**config.mk**
```make
export PLATFORM = sky130hd
export DESIGN_NAME = digit_scan_ctrl
export DESIGN_NICKNAME = d
export VERILOG_FILES = /design/src/rtl/digit_scan_ctrl.sv
export SDC_FILE = /design/constraint.sdc
export NUM_CORES = 1
export LEC_CHECK = 0
export CORE_MARGIN = 1.5
export CORE_UTILIZATION = 25
export CTS_BUF_LIST = sky130_fd_sc_hd__clkbuf_4 sky130_fd_sc_hd__clkbuf_8
export DETAILED_ROUTE_END_ITERATION = 8
export SLEW_MARGIN = 0
export SYNTH_ARGS = -nofsm -noshare
export SYNTH_HDL_FRONTEND = slang
export SYNTH_SLANG_ARGS = --single-unit
```
**constraint.sdc**
```tcl
create_clock -name clk -period 4.8 [get_ports clk]
set_input_delay 0.96 -clock clk [delete_from_list [all_inputs] [get_ports clk]]
set_output_delay 0.96 -clock clk [all_outputs]
set_load 0.02 [all_outputs]
```
**src/rtl/digit_scan_ctrl.sv**
```systemverilog
// Four-digit display scanner that drives an active-low 2-to-4 decoder, with a double-buffered load port.
// Optional leading-zero blanking is enabled by defining DIGIT_SCAN_BLANK_LEADING_ZERO_EN.
module digit_scan_ctrl #(
    parameter int unsigned PRESCALE = 4
) (
    input  logic        clk,
    input  logic        reset_n,
    input  logic        run,
    input  logic        load_valid,
    input  logic [15:0] load_data,
    output logic        load_ready,
    output logic [1:0]  sel,
    output logic        dec_en,
    output logic [3:0]  digit_out,
    output logic        frame_done
);

    localparam int unsigned CNT_W = (PRESCALE > 1) ? $clog2(PRESCALE) : 1;
    localparam logic [CNT_W-1:0] CNT_LAST = CNT_W'(PRESCALE - 1);

    typedef enum logic {IDLE, SCAN} state_t;

    state_t             state;
    logic [CNT_W-1:0]   cnt;
    logic [15:0]        display;
    logic [15:0]        pending;
    logic               pending_full;

    logic               accept;
    logic               last_cnt;
    logic               wrap;
    logic [1:0]         sel_nx;
    logic               lit_nx;

    assign load_ready = ~pending_full;
    assign accept     = load_valid & ~pending_full;
    assign last_cnt   = (cnt == CNT_LAST);
    assign wrap       = (sel == 2'd3);
    assign sel_nx     = sel + 2'd1;

    // Whether the slot being entered is lit; digit 0 is always lit
    always_comb begin
        lit_nx = 1'b1;
`ifdef DIGIT_SCAN_BLANK_LEADING_ZERO_EN
        case (sel_nx)
            2'd1:    lit_nx = |display[15:4];
            2'd2:    lit_nx = |display[15:8];
            2'd3:    lit_nx = |display[15:12];
            default: lit_nx = 1'b1;
        endcase
`endif
    end

    always_ff @(posedge clk or negedge reset_n) begin
        if (!reset_n) begin
            state        <= IDLE;
            cnt          <= '0;
            display      <= '0;
            pending      <= '0;
            pending_full <= 1'b0;
            sel          <= 2'd0;
            dec_en       <= 1'b0;
            digit_out    <= 4'd0;
            frame_done   <= 1'b0;
        end else begin
            if (accept) begin
                pending      <= load_data;
                pending_full <= 1'b1;
            end

            case (state)
                IDLE: begin
                    sel        <= 2'd0;
                    cnt        <= '0;
                    frame_done <= 1'b0;
                    if (run) begin
                        state  <= SCAN;
                        dec_en <= 1'b1;
                        // A waiting word is committed as scanning starts
                        if (pending_full) begin
                            display      <= pending;
                            pending_full <= 1'b0;
                            digit_out    <= pending[3:0];
                        end else begin
                            digit_out <= display[3:0];
                        end
                    end else begin
                        dec_en <= 1'b0;
                    end
                end

                SCAN: begin
                    if (!run) begin
                        state      <= IDLE;
                        dec_en     <= 1'b0;
                        sel        <= 2'd0;
                        cnt        <= '0;
                        frame_done <= 1'b0;
                    end else if (last_cnt) begin
                        cnt        <= '0;
                        sel        <= sel_nx;
                        frame_done <= wrap;
                        // Commit only on the frame wrap so a frame never mixes two words
                        if (wrap && pending_full) begin
                            display      <= pending;
                            pending_full <= 1'b0;
                            digit_out    <= pending[3:0];
                            dec_en       <= 1'b1;
                        end else begin
                            digit_out <= display[{sel_nx, 2'b00} +: 4];
                            dec_en    <= lit_nx;
                        end
                    end else begin
                        cnt        <= cnt + CNT_W'(1);
                        frame_done <= 1'b0;
                    end
                end

                default: state <= IDLE;
            endcase
        end
    end

endmodule

```
# == Yosys cells after proc, flatten, opt, wreduce, memory -nomap -nowiden ==
# Cells that the tools add are included.
# totals
ff_bits,44
inputBits,20
word_cells,58
# op_classes
addsub,2
eq_ne,8
n_shift,1
n_mux,32
bitwise_logic,3
reduce_logical,3
# op_table
op,count
$mux 16,5
$pmux 16 s2,1
$mux 4,5
$shiftx 16x5->4,1
$mux 1,11
$mux 2,4
$pmux 2 s2,2
$pmux 4 s2,1
$ne 2x2->1 const B,3
$pmux 1 s2,3
$reduce_and 5->1,1
$add 2x1->2 const B,2
$eq 2x2->1 const B,2
$ne 2x1->1 const B,2
$ne 3x2->1 const B,1
$reduce_and 3->1,1
$not 1->1,2
$and 1x1->1,1
$logic_and 1x1->1,1

# == Logic depth before layout (Yosys ltp) ==
# depth
depth_word,7
ltp_mapped,5
ltp_nobuf,4

# == Least setup slack after synthesis ==
# No wires, ideal clock.
# synth_timing
path_kind,input to register
startpoint,input load_valid
endpoint,register pending[10]
setup_time_ns,0.125
t_arrival_ns,1.781
required_time_ns,4.675
path_slack_ns,2.894
stages,4
path_buffers,2
path_cell_list,nor2b_1 -> buf_2 -> buf_2 -> mux2_2
# synth_between
elab_chain_len,1
# synth_rtl
item,line,text
start: declaration,9,"input logic load_valid,"
$and 1x1->1,36,assign accept = load_valid & ~pending_full;
end signal: assignment,67,pending <= load_data;
end: declaration,26,logic [15:0] pending;
# Every way passes these cells.
# A chain may end at the register's enable or synchronous reset.

# == Final worst setup path ==
# layout_timing
startpoint,register sel[0]
endpoint,output sel[0]
# layout_lines
item,line,text
start: declaration,12,"output logic [1:0] sel,"
start signal: assignment,101,sel <= sel_nx;
# No word-level cell between the ends.

==> results.txt <==
The run finished with clean final reports. Routability-driven placement finished with a final weighted congestion of 0.7617. The endpoint of the worst register-to-register path is display[8]$_DFFE_PN0P_.

The CTS H-tree depth is 2. The number of gates resized after CTS was 0. The path depth of the worst reg2reg path is 4. The most used flip-flop cell after synthesis is dfrtp_1.

The effective utilization at floorplan is 0.2611. The count of endpoints failing hold in the final timing report is 0. The combinational cell fraction of total power is 0.205. The clock transition at the register clock pins on the worst setup and hold paths after CTS came out at 0.08 ns.

The multiplexer share of the synthesized area is 0.2562. From bottom edge to top edge, the die measures 90.51 um. The share of the synthesized area in the top cell type is 0.5752. The cell internal power dissipation is 0.0007713 W.

The area overhead of the layout relative to synthesis is 25.42%. The arrival time at the worst endpoint came out at 1.75 ns. The layout cell share with drive strength beyond 1 came out at 0.2529. The number of enable-type register cells in the synthesized netlist is 0. Of the total power, the share spent switching nets is 0.2519.

The post-synthesis share of cell area spent on and, or, nand and nor gates is 0.06928. The synthesized design contains 44 register bits. The width of the chip came out at 90.51 um.

A synthesized cell averages 13.87 um^2. The synthesized-area fraction occupied by ao, oa, aoi and oai cells is 0.05490. The async set-reset flop share out of synthesis came out at 1.000. The detailed-route wire length per cell came out at 12.62 um. The global route total overflow is 0. The top-level port count came out at 29. For the final routed database, the setup TNS stands at 0 ns. The via count of the first global-routing pass came out at 1,115. The share of the Yosys chip area taken by registers is 0.5752. The share of total power dissipated in the clock network is 0.270.

The number of library cell types mapped by synthesis is 22. The path category of the worst min-delay check is reg2reg. The standby leakage power is 0.9957 nW. The count of TritonRoute iterations in the first routing pass came out at 4.

The peak per-stage delay on the critical path came out at 0.73 ns. The clock latency at the later pin of the worst-skew pair is 0.29 ns. The total detailed-routing wirelength is 3394 um.

In the final design database the tool counted 192 nets. The antenna violation net count after detailed routing is 0. The end point of the critical path is sel[0]. Dividing total power by cell area gives a power density of 429.4 nW/um^2. The sum of buffers and inverters on the critical path came out at 1. The global-route usage over all layers is 0.08630. The first global-routing pass estimated 5554 um of wire. The shortest clock period the worst path allows after layout is 2.707 ns. The HPWL after detailed placement came out at 2519 um. The post-synthesis cell count is 138. Of the total synthesized cell area, the portion taken by full adders, half adders and majority gates is 0.01961. The part of the cycle the worst path needs is 0.5639. Counting every sink on the clock net gives 44.

In this run the critical register-to-register path is launched from sel[0]$_DFFE_PN0P_. The number of port buffers came out at 28. The setup-violating endpoint count in the final report came out at 0. The maximum fanout along the worst path came out at 11. The number of synthesis warnings came out at 0. The worst relative slew slack is 0.3689. Sorting the synthesized cells by area gives the leading types as dfrtp_1 58%, mux2_2 19%, mux2i_1 6.8%. For the worst setup path, the data required time is 3.84 ns. The area of the core came out at 7331 um^2. Dividing the detail-routed via count by the number of cells gives 4.372. The worst hold path cell count came out at 1. Walking the worst path, the cells encountered are clkdlybuf4s50_1.

The transition time at the pin with the least slew margin is 0.9467 ns. The number of setup buffers added after CTS is 0. Summed over all nets, the switching power comes to 0.0002597 W. The critical path launch point type is a flip-flop. After synthesis, the largest family of logic cells by area is multiplexers.

The clock tree skew after final layout is 0.004758 ns. The total via count after detailed routing came out at 1,176. The tool flagged a number of max-cap violations equal to 0. The worst vdd rail ir drop is 0.1188 mV. The antenna cell count came out at 0. The initial antenna violation count is 0.

Sorting the synthesized cells by how often they occur yields 44 x dfrtp_1, 32 x mux2_2, 13 x mux2i_1. The number of violations reported at the end of detailed-routing iteration 0 is 65. No sink is reached through more buffers than the 2 on the longest clock path. In this run the clock root is driven by a clkbuf_8. The final-report max-slew violation count came out at 0. Setup repair after global routing left no endpoint under its margin. Of the total synthesized cell area, the portion taken by XOR and XNOR cells is 0.004575. The total CTS buffers is 5.

The final standard cell utilization of the core is 0.3275. The most common cell in the netlist is dfrtp_1. The critical path depth in cells came out at 1. The part of the power in registers came out at 0.525. The floorplan has 31 rows. The CTS tree is done. The flop-to-flop setup slack is 2.52 ns. The largest total area in the synthesized netlist belongs to dfrtp_1. The floorplan die area is 8191 um^2.

The maximum clock rate is 369.4 MHz. The cts-stage hold buffer count came out at 0. The slowest stage of the critical path belongs to the cell dfrtp_1. The post-synth design cell area is 1914 um^2. The path type of the worst setup path is reg2out.

The number of nets handed over by synthesis was 161. The pin count of the biggest net entering global routing came out at 45. The worst setup path is captured at a primary output. The count of unresolved DRC violations after routing is 0. The total of fill cells in the finished design is 736.

The largest delay contributor family on the critical path is flip-flops. The start point of the critical path is sel[0]$_DFFE_PN0P_.
-- cells by family (layout without fill, tap and decap cells) --
group	Yosys count	after routing
adder cells (fa/ha/maj)	3	3
AO/OA/AOI/OAI	12	12
AND/OR/NAND/NOR	26	26
XOR/XNOR	1	1
multiplexers	45	45
flip-flops	44	44
buffers and inverters	7	39
-- cell usage in the layout (no fill, tap or decap) --
master / instances
nor3_1: 1
buf_4: 1
dfrtp_1: 44
nor2b_1: 1
a211oi_1: 4
clkinv_2: 1
bufinv_16: 1
and3_1: 1
clkbuf_4: 1
mux2_2: 32
a21oi_4: 1
nand2b_1: 1
nand2_1: 4
inv_1: 2
nor2_1: 9
o31a_1: 1
clkbuf_8: 5
buf_2: 1
nand3_1: 5
a221o_1: 4
mux2i_1: 13
o21ai_0: 1
clkdlybuf4s50_1: 27
ha_1: 3
and3b_1: 4
a21oi_1: 1
xnor2_1: 1
-- per-layer routing --
layer | vias up | part of all wire | GRT usage
met5 | - | 0 | 0
met4 | 0 | 0.015 | 0.03571
met3 | 6 | 0.052 | 0.02946
met2 | 22 | 0.46 | 0.1297
met1 | 582 | 0.48 | 0.1128
li1 | 566 | - | -
-- flip-flops by register name, summed over array words and instances, names as in the netlist --
name / count
cnt: 2
pending_full: 1
digit_out: 4
state: 1
dec_en: 1
display: 16
pending: 16
sel: 2
frame_done: 1
-- layout make-up --
class                           instances  area (um^2)  area share
Inverter                                2        7.507    0.003127
Clock buffer                            6        76.32     0.03179
Multi-Input combinational cell         87        774.5      0.3226
Tap cell                               99        123.9     0.05159
Timing Repair Buffer                   29        282.8      0.1178
Sequential cell                        44         1101      0.4586
Clock inverter                          2        35.03     0.01459
-- per-stage QoR --
stage / hold WS [ns] / worst slack [ns] / instance area (um^2) / std cells / power (W)
5_1_grt: 0.5045 / 2.043 / 2401 / 269 / 0.001086
4_1_cts: 0.4882 / 2.078 / 2401 / 269 / 0.001045
3_5_place_dp: 0.4772 / 2.082 / 2290 / 261 / 0.0007677
6_report: 0.4824 / 2.093 / 2401 / 269 / 0.001031
3_3_place_gp: 0.4623 / 2.122 / 2290 / 261 / 0.0007589
2_1_floorplan: 0.4442 / 2.894 / 1914 / 138 / 0.0006811
-- power groups by stage --
stage	clock [W]	sequential (W)	combinational (W)
detailed placement	0	0.000552	0.000215
floorplan	0	0.000540	0.000141
global route	0.000299	0.000557	0.000230
CTS	0.000285	0.000544	0.000216
global placement	0	0.000549	0.000210
finish	0.000278	0.000542	0.000211
-- how the worst min path moves through the flow --
stage,to,startpoint,slack (ns)
after detailed placement,cnt[0]$_DFF_PN0_,cnt[0]$_DFF_PN0_,0.48
after floorplan,cnt[0]$_DFF_PN0_,cnt[0]$_DFF_PN0_,0.44
after global placement,cnt[0]$_DFF_PN0_,cnt[0]$_DFF_PN0_,0.46
after CTS,cnt[0]$_DFF_PN0_,cnt[0]$_DFF_PN0_,0.49
final,cnt[0]$_DFF_PN0_,cnt[0]$_DFF_PN0_,0.48
after global routing,cnt[0]$_DFF_PN0_,cnt[0]$_DFF_PN0_,0.50
No activity file was read; power rests on OpenSTA's default activity.
